`config.mk`:
```
export PLATFORM = sky130hd
export DESIGN_NAME = mem_line_cache
export DESIGN_NICKNAME = d
export VERILOG_FILES = /design/src/rtl/mem_line_cache.sv
export SDC_FILE = /design/constraint.sdc
export NUM_CORES = 1
export LEC_CHECK = 0
export ABC_AREA = 1
export BUFFER_PORTS_ARGS = -buffer_cell sky130_fd_sc_hd__buf_2
export CELL_PAD_IN_SITES_DETAIL_PLACEMENT = 0
export CELL_PAD_IN_SITES_GLOBAL_PLACEMENT = 1
export CORE_ASPECT_RATIO = 0.7
export CORE_MARGIN = 2
export CORE_UTILIZATION = 37
export DETAILED_ROUTE_END_ITERATION = 8
export PLACE_DENSITY_LB_ADDON = 0.1
export SLEW_MARGIN = 20
export SYNTH_ARGS = -nofsm -noshare
export SYNTH_HDL_FRONTEND = slang
export SYNTH_SLANG_ARGS = --single-unit
```
`constraint.sdc`:
```
create_clock -name clk -period 9.1 [get_ports clk]
set_clock_uncertainty 0.05 [all_clocks]
set_input_delay 0.91 -clock clk [delete_from_list [all_inputs] [get_ports clk]]
set_output_delay 0.91 -clock clk [all_outputs]
set_load 0.005 [all_outputs]
```
`src/rtl/mem_line_cache.sv`:
```
// Direct-mapped write-through read cache on one MCB port; read hit 1 cycle, write 3 cycles, cmd issue stalls on cmd_full.
// MEM_WRITE_FLUSH_EN: writes also wait for wr_empty before ack; req is ignored while busy (no queueing).
module mem_line_cache #(
    parameter int DATA_W     = 32,
    parameter int ADDR_W     = 18,
    parameter int LINES      = 4,
    parameter int LINE_WORDS = 4,
    parameter int RD_TIMEOUT = 255
) (
    input  logic                clk,
    input  logic                rst,
    input  logic                calib_done,
    input  logic                req,
    input  logic                we,
    input  logic [ADDR_W-1:0]   addr,
    input  logic [DATA_W-1:0]   wdata,
    output logic [DATA_W-1:0]   rdata,
    output logic                ack,
    output logic                busy,
    output logic                err,
    output logic                cmd_en,
    output logic [2:0]          cmd_instr,
    output logic [5:0]          cmd_bl,
    output logic [29:0]         cmd_byte_addr,
    input  logic                cmd_full,
    output logic                wr_en,
    output logic [DATA_W/8-1:0] wr_mask,
    output logic [DATA_W-1:0]   wr_data,
    input  logic                wr_full,
    input  logic                wr_empty,
    output logic                rd_en,
    input  logic [DATA_W-1:0]   rd_data,
    input  logic                rd_empty
);
    localparam int BYTE_SH = $clog2(DATA_W / 8);
    localparam int LOG_LW  = $clog2(LINE_WORDS);
    localparam int LOG_LN  = $clog2(LINES);
    localparam int OFF_W   = (LOG_LW > 0) ? LOG_LW : 1;
    localparam int IDX_W   = (LOG_LN > 0) ? LOG_LN : 1;
    localparam int TAG_W   = ADDR_W - LOG_LW - LOG_LN;
    localparam int TMO_W   = $clog2(RD_TIMEOUT + 1);

    typedef enum logic [2:0] {
        S_INIT    = 3'd0,
        S_IDLE    = 3'd1,
        S_WR_DATA = 3'd2,
        S_WR_CMD  = 3'd3,
        S_RD_CMD  = 3'd4,
        S_RD_FILL = 3'd5,
        S_DONE    = 3'd6
`ifdef MEM_WRITE_FLUSH_EN
        , S_WR_DRAIN = 3'd7
`endif
    } state_t;

    state_t              state_q, state_d;
    logic [ADDR_W-1:0]   addr_q;
    logic                we_q;
    logic [DATA_W-1:0]   wdata_q;
    logic [OFF_W-1:0]    k_q;
    logic [TMO_W-1:0]    tmo_q;
    logic                err_q;
    logic                tout_q;
    logic [LINES-1:0]    valid_q;
    logic [TAG_W-1:0]    tag_mem  [LINES];
    logic [DATA_W-1:0]   data_mem [LINES][LINE_WORDS];

    function automatic logic [OFF_W-1:0] off_of(input logic [ADDR_W-1:0] a);
        return OFF_W'(a & ADDR_W'(LINE_WORDS - 1));
    endfunction

    function automatic logic [IDX_W-1:0] idx_of(input logic [ADDR_W-1:0] a);
        return IDX_W'((a >> LOG_LW) & ADDR_W'(LINES - 1));
    endfunction

    function automatic logic [TAG_W-1:0] tag_of(input logic [ADDR_W-1:0] a);
        return a[ADDR_W-1 -: TAG_W];
    endfunction

    function automatic logic [29:0] byte_addr(input logic [ADDR_W-1:0] a);
        return 30'(a) << BYTE_SH;
    endfunction

    logic req_hit, accept, cmd_fire, word_acc, last_word, tmo_hit;

    always_comb begin
        req_hit   = valid_q[idx_of(addr)] && (tag_mem[idx_of(addr)] == tag_of(addr));
        accept    = (state_q == S_IDLE) && req;
        cmd_fire  = ((state_q == S_WR_CMD) || (state_q == S_RD_CMD)) && !cmd_full;
        word_acc  = (state_q == S_RD_FILL) && !rd_empty;
        last_word = word_acc && (k_q == OFF_W'(LINE_WORDS - 1));
        tmo_hit   = (state_q == S_RD_FILL) && rd_empty && (tmo_q == TMO_W'(RD_TIMEOUT - 1));
    end

    always_ff @(posedge clk or posedge rst) begin
        if (rst) state_q <= S_INIT;
        else     state_q <= state_d;
    end

    always_comb begin
        state_d = state_q;
        case (state_q)
            S_INIT:    if (calib_done) state_d = S_IDLE;
            S_IDLE:    if (req) state_d = we ? S_WR_DATA : (req_hit ? S_DONE : S_RD_CMD);
            S_WR_DATA: state_d = S_WR_CMD;
`ifdef MEM_WRITE_FLUSH_EN
            S_WR_CMD:   if (!cmd_full) state_d = S_WR_DRAIN;
            S_WR_DRAIN: if (wr_empty) state_d = S_DONE;
`else
            S_WR_CMD:  if (!cmd_full) state_d = S_DONE;
`endif
            S_RD_CMD:  if (!cmd_full) state_d = S_RD_FILL;
            S_RD_FILL: if (last_word || tmo_hit) state_d = S_DONE;
            S_DONE:    state_d = S_IDLE;
            default:   state_d = S_INIT;
        endcase
    end

    always_comb begin
        busy          = (state_q != S_IDLE);
        ack           = 1'b0;
        rdata         = '0;
        cmd_en        = cmd_fire;
        cmd_instr     = 3'd0;
        cmd_bl        = 6'd0;
        cmd_byte_addr = 30'd0;
        wr_en         = 1'b0;
        wr_data       = '0;
        rd_en         = word_acc;
        case (state_q)
            S_WR_DATA: begin
                wr_en   = 1'b1;
                wr_data = wdata_q;
            end
            S_WR_CMD:  cmd_byte_addr = byte_addr(addr_q);
            S_RD_CMD: begin
                cmd_instr     = 3'd1;
                cmd_bl        = 6'(LINE_WORDS - 1);
                cmd_byte_addr = byte_addr(addr_q & ~ADDR_W'(LINE_WORDS - 1));
            end
            S_DONE: begin
                ack = 1'b1;
                if (tout_q)    rdata = '0;
                else if (we_q) rdata = wdata_q;
                else           rdata = data_mem[idx_of(addr_q)][off_of(addr_q)];
            end
            default: ;
        endcase
    end

    assign err     = err_q;
    assign wr_mask = '0;

    always_ff @(posedge clk or posedge rst) begin
        if (rst) begin
            addr_q  <= '0;
            we_q    <= 1'b0;
            wdata_q <= '0;
            k_q     <= '0;
            tmo_q   <= '0;
            err_q   <= 1'b0;
            tout_q  <= 1'b0;
            valid_q <= '0;
        end else begin
            if (accept) begin
                addr_q  <= addr;
                we_q    <= we;
                wdata_q <= wdata;
                tout_q  <= 1'b0;
            end
            // The line is invalid for the whole fill so a timeout leaves no stale half-line behind.
            if (cmd_fire && (state_q == S_RD_CMD)) begin
                valid_q[idx_of(addr_q)] <= 1'b0;
                k_q   <= '0;
                tmo_q <= '0;
            end
            if (word_acc) begin
                k_q   <= k_q + 1'b1;
                tmo_q <= '0;
            end else if (state_q == S_RD_FILL) begin
                tmo_q <= tmo_q + 1'b1;
            end
            if (last_word) valid_q[idx_of(addr_q)] <= 1'b1;
            if (tmo_hit) begin
                err_q  <= 1'b1;
                tout_q <= 1'b1;
            end
        end
    end

    always_ff @(posedge clk) begin
        if (accept && we && req_hit) data_mem[idx_of(addr)][off_of(addr)] <= wdata;
        if (word_acc)  data_mem[idx_of(addr_q)][k_q] <= rd_data;
        if (last_word) tag_mem[idx_of(addr_q)] <= tag_of(addr_q);
    end

`ifdef MEM_WRITE_FLUSH_EN
    logic unused_in;
    assign unused_in = wr_full;
`else
    logic unused_in;
    assign unused_in = wr_full ^ wr_empty;
`endif

endmodule
```
==> results.json, run 1 <==
{
  "yosys_warnings": 0,
  "synthDistinctLibCells": 38,
  "fin_crit_sh": 0.536,
  "route.detailed.drc": 0,
  "wl_met1_um": 34300,
  "grtUsageTotal": 0.201,
  "rsz0062_at_grt": "no",
  "fp.dieH_um": 226,
  "clk_path_buf_depth": 3,
  "fmax_ghz": 0.205,
  "highest_layer": "met4",
  "drt_iter0_drc": 1510,
  "synth_edf_count": 568,
  "antenna_found_initial": 1,
  "grt_max_degree": 71,
  "cts_buffers": 68,
  "clk_latency_ns": 0.60,
  "grt_pass1_vias": 16446,
  "async_reset_ff_frac": 0.110,
  "cts_resized": 0,
  "route.met2.wl_um": 34100,
  "cpMaxStageDelayCell": "buf_4",
  "worstSetupEndpointType": "output port",
  "fin_util": 0.432,
  "io_buffers": 179,
  "fill_cells": 6475,
  "power_mw": 8.96,
  "synthTopCellsByArea": "edfxtp_1 66%, nand2_1 8.0%, dfrtp_1 6.7%",
  "wl_um": 72900,
  "critPathKind": "flip-flop to output port",
  "p_per_area_nw_per_um2": 297,
  "finalSetupViolations": 0,
  "crit_path_frequent_cell": "buf_4",
  "holdCritPathClass": "input port to async pin",
  "finalMaxSlewViolations": 0,
  "status": "completed",
  "ios": 204,
  "h-tree-depth": 3,
  "cts_hold_buffers": 0,
  "synth.ff_latch_count": 638,
  "placementRows": 81,
  "multi_input_area_um2": 6290,
  "die_area_um2": 72500,
  "slew_headroom": 0.301,
  "first_pass_iters": 5,
  "dp_hpwl_um": 37400,
  "ant_nets": 0,
  "ys_seq_area_frac": 0.723,
  "nNetsFinal": 2360,
  "wl_per_cell_um": 22.6,
  "crit_arrival_ns": 3.91,
  "drive_above_1_share": 0.170,
  "num_vias": 16667,
  "avgSynthCellArea_um2": 12.4,
  "synthesis.area_um2": 26000,
  "clkTransAtPathRegs_ns": 0.06,
  "critical_path.max_fanout": 69,
  "worstPathCellList": "nor2_4 -> buf_4 -> buf_4 -> a22oi_1 -> a21oi_1 -> o21ai_0 -> nand3_1 -> o211ai_1 -> inv_1 -> buf_2",
  "tns_ns": 0,
  "area_growth_pct": 15.9,
  "cp.required_ns": 8.14,
  "hold_viol": 0,
  "ys_top_cells_by_count": "568 x edfxtp_1, 557 x nand2_1, 126 x nand3_1",
  "synth_area_leader_cell": "edfxtp_1",
  "yosysTopAreaCellShare": 0.656,
  "seqCellArea_um2": 18800,
  "gp_congestion": 0.742,
  "overflow": 0,
  "wl_met3_um": 3030,
  "antenna_cells": 0,
  "cts_sinks": 638,
  "cap_violations": 0,
  "ys.flop_type": "edfxtp_1",
  "period_needed_ns": 4.87,
  "max-vdd-ir-drop_uv": 218,
  "syn-instance-count": 2098,
  "root_buffer": "clkbuf_16",
  "worst_pin_slew_ns": 1.05,
  "synth.most_common_cell": "edfxtp_1",
  "slowest_delay_ns": 0.89,
  "critPathLaunchType": "flip-flop",
  "cts_tree": "done",
  "die_w_um": 321,
  "viasPerCell": 5.16,
  "leakage_nw": 11.0,
  "start_util": 0.373,
  "fp.coreArea_um2": 69700,
  "grt_pass1_wl_um": 107000,
  "post_cts_buffers": 0
}
-- power breakdown --
group	switching (mW)	total (mW)	internal, mW	leakage (nW)
clock network	1.15	2.81	1.65	1.11
logic	1.79	2.45	0.668	3.94
registers	0.151	3.70	3.55	5.99
total	3.09	8.96	5.87	11.0
-- path summary, 6_finish.rpt --
path                                   startpoint                          to  slack (ns)  depth (start not counted)
hold / removal                                rst     wdata_q[30]$_DFFE_PP0P_        0.26                          2
hold reg to reg                   err$_DFFE_PP0P_             err$_DFFE_PP0P_        0.43                          2
setup / recovery            addr_q[3]$_DFFE_PP0P_                   rdata[25]        4.23                         10
setup reg to reg           state_q[0]$_DFFE_PP0P_  data_mem[3][102]$_DFFE_PP_        5.20                         10
min in group clk                  err$_DFFE_PP0P_             err$_DFFE_PP0P_        0.43                          2
max in group asynchronous                     rst       addr_q[0]$_DFFE_PP0P_        7.51                          3
-- metal layers --
layer / GRT usage / vias to the layer above
li1: - / 7785
met1: 0.281 / 8414
met2: 0.327 / 366
met3: 0.0344 / 102
met4: 0.0496 / 0
met5: 0 / -
-- placed cells by master, fill, tap and decap left out, drive strengths merged, types with 30 or more instances in the layout --
cell | synthesis | layout
a21oi | 53 | 53
a22oi | 71 | 71
buf | 88 | 212
clkbuf | 50 | 84
clkinv | 1 | 30
dfrtp | 70 | 70
edfxtp | 568 | 568
inv | 130 | 132
mux2 | 32 | 32
nand2 | 563 | 563
nand3 | 127 | 127
nand4 | 77 | 77
nor2 | 85 | 85
o211ai | 38 | 38
o21ai | 87 | 87
-- area by class of cell --
cell class                      instances  area share
Tap cell                              913      0.0379
Timing Repair Buffer                  212      0.0379
Inverter                              131      0.0168
Clock inverter                         38      0.0132
Multi-Input combinational cell       1212       0.209
Sequential cell                       638       0.624
Clock buffer                           84      0.0616
-- critical path, delay by kind of cell (launching register included) --
| family | cells | cell delay (ns) |
|---|---|---|
| flip-flops | 1 | 0.48 |
| buffers and inverters | 4 | 1.77 |
| AND/OR/NAND/NOR | 2 | 0.23 |
| AO/OA/AOI/OAI | 4 | 0.80 |
-- cell families (layout without fill, tap and decap cells) --
logic type	Yosys count	count (layout)	share of synthesized area
AOI/OAI and AO/OA	283	283	0.0699
xor gates and xnor gates	1	1	0.000337
adders and majority gates	6	6	0.00289
buffers and inverters	269	465	0.0465
DFF	638	638	0.723
muxes	32	32	0.0138
other	1	22	0.000144
and+or+nand+nor	868	868	0.144
-- state kept, by name, summed over array words and instances (netlist names) --
signal    flops
err           1
data_mem    512
we_q          1
wdata_q      32
addr_q       18
tag_mem      56
state_q       3
k_q           2
tmo_q         8
valid_q       4
tout_q        1
-- stage by stage --
step	instances	setup WS (ns)	hold WS (ns)	instance area, µm²
after floorplan	2119	4.95	0.408	26100
after global placement	3106	4.65	0.414	27900
after detailed placement	3106	4.64	0.411	27900
after CTS	3228	4.17	0.254	30100
after global routing	3228	3.96	0.273	30100
final	3228	4.23	0.260	30100
Note: power is estimated with default switching activity, not from simulation.
==> run 2: changes to the inputs <==
Clock period 9.1 ns to 4.1 ns, I/O delays scaled along.
==> results.json, run 2 (synthesis gave the netlist of run 1 again) <==
{
  "p_per_area_nw_per_um2": 639,
  "fp.dieH_um": 226,
  "slew_headroom": 0.332,
  "ios": 204,
  "cp.required_ns": 3.64,
  "grtUsageMet1": 0.299,
  "final_cell_mix": "568 x edfxtp_1, 557 x nand2_1, 179 x buf_2",
  "critPathLaunchType": "flip-flop",
  "antenna_found_initial": 0,
  "met2_usage": 0.305,
  "cts_buffers": 66,
  "wl_per_cell_um": 22.2,
  "finalMaxSlewViolations": 0,
  "cts_hold_buffers": 40,
  "seqCellArea_um2": 18800,
  "ant_nets": 0,
  "max-vdd-ir-drop_uv": 356,
  "grt-busiest-layer": "met2",
  "viasPerCell": 5.11,
  "io_buffers": 179,
  "status": "completed",
  "final_common_cell": "edfxtp_1",
  "critPathKind": "flip-flop to output port",
  "cap_violations": 0,
  "nNetsFinal": 2439,
  "cts_sinks": 638,
  "clk_path_buf_depth": 3,
  "power_mw": 19.7,
  "dp_hpwl_um": 41800,
  "post_cts_buffers": 0,
  "multi_input_area_um2": 6280,
  "dpl_worst_slack_ns": 0.766,
  "tns_ns": 0,
  "first_pass_iters": 5,
  "critical_path.max_fanout": 30,
  "rsz0062_at_grt": "no",
  "regMostFlops": "data_mem",
  "h-tree-depth": 3,
  "leakage_nw": 11.4,
  "fp.coreArea_um2": 69700,
  "route.detailed.drc": 0,
  "start_util": 0.373,
  "fin_crit_sh": 0.899,
  "clk_latency_ns": 0.59,
  "drive_above_1_share": 0.174,
  "antenna_cells": 0,
  "num_vias": 16896,
  "worstSetupEndpointType": "output port",
  "holdCritPathClass": "input port to flip-flop",
  "layout_setup_ws_ns": 0.414,
  "largest_reg_flops": 512,
  "placementRows": 81,
  "fill_cells": 6398,
  "reg_top3": "data_mem: 512 flops, tag_mem: 56 flops, wdata_q: 32 flops",
  "crit_arrival_ns": 3.23,
  "cts_resized": 0,
  "die_area_um2": 72500,
  "drt_iter0_drc": 1294,
  "overflow": 0,
  "finalSetupViolations": 0,
  "clkTransAtPathRegs_ns": 0.06,
  "root_buffer": "clkbuf_16",
  "grt_pass1_vias": 16326,
  "cts_tree": "done",
  "met3_usage": 0.0419,
  "r2r_setup_slack_ns": 0.80,
  "gp_congestion": 0.744,
  "hold_viol": 0,
  "grt_max_degree": 83,
  "area_growth_pct": 18.8,
  "dpl_cell_area_um2": 28400,
  "fmax_ghz": 0.271,
  "die_w_um": 321,
  "wl_um": 73500,
  "grtUsageTotal": 0.201,
  "grt_pass1_wl_um": 107000,
  "period_needed_ns": 3.69,
  "finalInstanceArea_um2": 30900,
  "worst_pin_slew_ns": 1.00
}
## run 2: cell count changes in the layout (fill, tap and decap cells not counted), sizes merged
| cell | previous run | this run |
|---|---|---|
| buf | 212 | 253 |
| inv | 132 | 129 |
| bufinv | 7 | 2 |
| clkbuf | 84 | 97 |
| dlygate4sd3 | 0 | 40 |
| clkinvlp | 0 | 3 |
| clkinv | 30 | 19 |
## run 2: through the flow
step / utilization / hold WS [ns] / instances
final: 0.443 / 0.0294 / 3306
after CTS: 0.443 / 0.000493 / 3306
after floorplan: - / 0.408 / 2119
after detailed placement: 0.408 / 0.430 / 3147
after global placement: 0.408 / 0.422 / 3147
after global routing: 0.443 / 0.0251 / 3306
## run 2: critical path: stages (launching register included)
cell and delay, ns:
dfrtp_1 0.52, nand2_1 0.22, inv_4 0.44, buf_4 0.46
nand2_1 0.12, a41oi_1 0.23, o21ai_0 0.17, nand3_1 0.21
nand2_1 0.07, inv_1 0.06, buf_2 0.10
## run 2: layout make-up
cell class,count,share of cell area
Sequential cell,638,0.609
Timing Repair Buffer,293,0.0680
Tap cell,913,0.0370
Clock inverter,22,0.00547
Clock buffer,97,0.0613
Multi-Input combinational cell,1212,0.203
Inverter,131,0.0162
## run 2: power by group
group | switching, mW | internal [mW] | total (mW)
Combinational | 4.06 | 1.70 | 5.76
Clock | 2.48 | 3.33 | 5.82
Sequential | 0.269 | 7.88 | 8.15
## run 2: final timing paths
check	startpoint	end	cells past startpoint
setup / recovery	addr_q[3]$_DFFE_PP0P_	rdata[13]	10
hold / removal	addr[15]	addr_q[15]$_DFFE_PP0P_	3
setup reg to reg	state_q[1]$_DFFE_PP0P_	data_mem[0][36]$_DFFE_PP_	9
hold reg to reg	err$_DFFE_PP0P_	err$_DFFE_PP0P_	2
max in group asynchronous	rst	wdata_q[22]$_DFFE_PP0P_	4
min in group asynchronous	rst	addr_q[14]$_DFFE_PP0P_	3
## run 2: metal layers
metal / up-vias / routed length, µm
li1: 7952 / -
met1: 8456 / 35800
met2: 413 / 32300
met3: 75 / 4220
met4: 0 / 1200
met5: - / 0
==> run 3: changes to the inputs <==
Settings changed: ABC_AREA 1 to default, CAP_MARGIN from default to 0.
==> results.json, run 3 <==
{
  "status": "completed",
  "p_per_area_nw_per_um2": 619,
  "cts_sinks": 638,
  "cap_violations": 0,
  "grt_max_degree": 58,
  "overflow": 0,
  "rsz0062_at_grt": "no",
  "clkTransAtPathRegs_ns": 0.06,
  "period_needed_ns": 3.93,
  "leakage_nw": 10.8,
  "r2r_cells": 8,
  "start_util": 0.374,
  "syn-instance-count": 1302,
  "dp_hpwl_um": 36600,
  "hold_depth": 2,
  "synth_compound_area_frac": 0.0166,
  "critPathKind": "flip-flop to output port",
  "first_pass_iters": 5,
  "holdCritPathClass": "input port to flip-flop",
  "viasPerCell": 5.25,
  "h-tree-depth": 2,
  "finalInstanceArea_um2": 31100,
  "root_buffer": "clkbuf_16",
  "fp.coreArea_um2": 69800,
  "yosysTopAreaCellShare": 0.653,
  "holdPathEnd": "addr_q[14]$_DFFE_PP0P_",
  "die_w_um": 321,
  "fp.dieH_um": 226,
  "crit_arrival_ns": 3.47,
  "nNetsFinal": 1659,
  "die_area_um2": 72700,
  "num_vias": 13267,
  "avgSynthCellArea_um2": 20.0,
  "clk_path_buf_depth": 3,
  "grt_pass1_wl_um": 93600,
  "reg_top3": "data_mem: 512 flops, tag_mem: 56 flops, wdata_q: 32 flops",
  "max-vdd-ir-drop_uv": 340,
  "fmax_ghz": 0.254,
  "hold_viol": 0,
  "yosys.area_share.simple": 0.0339,
  "antenna_cells": 0,
  "dpl_cell_area_um2": 28600,
  "area_growth_pct": 19.1,
  "synth_top_family_by_area": "multiplexers",
  "cts_tree": "done",
  "ys_top_cells_by_count": "568 x edfxtp_1, 161 x mux4_2, 87 x mux2_2",
  "final_cell_mix": "568 x edfxtp_1, 179 x buf_2, 161 x mux4_2",
  "grtUsageTotal": 0.179,
  "route.detailed.drc": 0,
  "synthTopCellsByArea": "edfxtp_1 65%, mux4_2 14%, dfrtp_1 6.7%",
  "yosys_warnings": 0,
  "worst_pin_slew_ns": 1.14,
  "synth.most_common_cell": "edfxtp_1",
  "synthMuxAreaShare": 0.201,
  "io_buffers": 179,
  "synth_edf_count": 568,
  "finalMaxSlewViolations": 0,
  "ys_seq_area_frac": 0.721,
  "drt_iter0_drc": 1049,
  "final_common_cell": "edfxtp_1",
  "finalSetupViolations": 0,
  "synth_area_leader_cell": "edfxtp_1",
  "slew_headroom": 0.236,
  "clk_latency_ns": 0.63,
  "critical_path.max_fanout": 57,
  "antenna_found_initial": 2,
  "wl_per_cell_um": 25.5,
  "r2r-start": "tag_mem[1][9]$_DFFE_PP_",
  "placementRows": 81,
  "ys.flop_type": "edfxtp_1",
  "ant_nets": 0,
  "regMostFlops": "data_mem",
  "hold_start": "addr[14]",
  "synth.ff_latch_count": 638,
  "ios": 204,
  "synthAdderAreaFrac": 0.00288,
  "worstSetupEndpointType": "output port",
  "tns_ns": 0,
  "synthDistinctLibCells": 52,
  "wl_um": 64600,
  "gp_congestion": 0.726,
  "r2r_setup_slack_ns": 0.81,
  "synthesis.area_um2": 26100,
  "grt_pass1_vias": 13556,
  "largest_reg_flops": 512,
  "critPathLaunchType": "flip-flop",
  "drive_above_1_share": 0.378,
  "fin_util": 0.445,
  "synth_xor_area_frac": 0.00470,
  "cp.required_ns": 3.64,
  "r2r_end": "data_mem[2][76]$_DFFE_PP_",
  "fin_crit_sh": 0.959,
  "async_reset_ff_frac": 0.110,
  "cts_buffers": 61
}
## run 3: changes by cell type after synthesis, sizes merged, moves of 55 or more
cell,delta
nand4,-71
inv,-120
a22oi,-71
nand3,-119
nand2,-544
mux2,+55
mux4,+166
o21ai,-69
## run 3: per-stage QoR
step / worst slack [ns] / instances / hold WS (ns) / power [mW]
2_1_floorplan: 0.0562 / 1323 / 0.395 / 11.9
3_3_place_gp: 0.399 / 2371 / 0.402 / 13.6
3_5_place_dp: 0.426 / 2371 / 0.406 / 13.7
4_1_cts: 0.0694 / 2527 / 0.000805 / 19.5
5_1_grt: 0.0282 / 2528 / 0.00909 / 20.2
6_report: 0.167 / 2528 / 0.0396 / 19.2
## run 3: logic make-up after synthesis
| family | Yosys count |
|---|---|
| AO/OA/AOI/OAI | 66 |
| XOR/XNOR | 14 |
| adder cells (fa/ha/maj) | 6 |
| buffers and inverters | 108 |
| flip-flops | 638 |
| multiplexers | 303 |
| other | 1 |
| AND/OR/NAND/NOR | 166 |
## run 3: final cells by class
type / count / area (µm²)
Clock buffer: 84 / 1710
Inverter: 11 / 43.8
Tap cell: 913 / 1140
Clock inverter: 32 / 354
Timing Repair Buffer: 273 / 1990
Multi-Input combinational cell: 577 / 7040
Sequential cell: 638 / 18800
Fill cell: 5987 / 38700
## run 3: critical path, stage by stage (launching register included)
cell and delay, ns:
dfrtp_4 1.07, buf_12 0.37, mux4_2 0.41, mux4_2 0.53, mux2i_1 0.16, nor2_1 0.06
buf_2 0.17
## run 3: layer usage
metal,share of wire,vias to the layer above,GRT usage
li1,-,5792,-
met1,0.48,7131,0.266
met2,0.46,266,0.278
met3,0.042,78,0.0293
met4,0.015,0,0.0368
met5,0,-,0
## run 3: where the power goes
part	internal [mW]	total (mW)	switching [mW]
clock	3.31	5.78	2.46
combinational	2.63	5.03	2.40
sequential	7.75	8.43	0.687
total	13.7	19.2	5.55
## run 3: how the worst max path moves through the flow
stage / start / end / cells after the start / slack [ns]
after floorplan: addr[2] / data_mem[2][0]$_DFFE_PP_ / 7 / 0.06
after detailed placement: addr[3] / data_mem[2][74]$_DFFE_PP_ / 10 / 0.43
after global routing: addr_q[3]$_DFFE_PP0P_ / rdata[31] / 6 / 0.03
after CTS: addr_q[2]$_DFFE_PP0P_ / rdata[24] / 6 / 0.07
after global placement: addr[3] / data_mem[3][109]$_DFFE_PP_ / 10 / 0.40
final: addr_q[3]$_DFFE_PP0P_ / rdata[31] / 6 / 0.17
## run 3: what timing repair did
action                                  in CTS  in global routing
resized for setup                            0                  0
endpoints found under the setup margin       0                  1
endpoints found under the hold margin       82                  0
hold buffers                                40                  0
buffers inserted                             0                  1
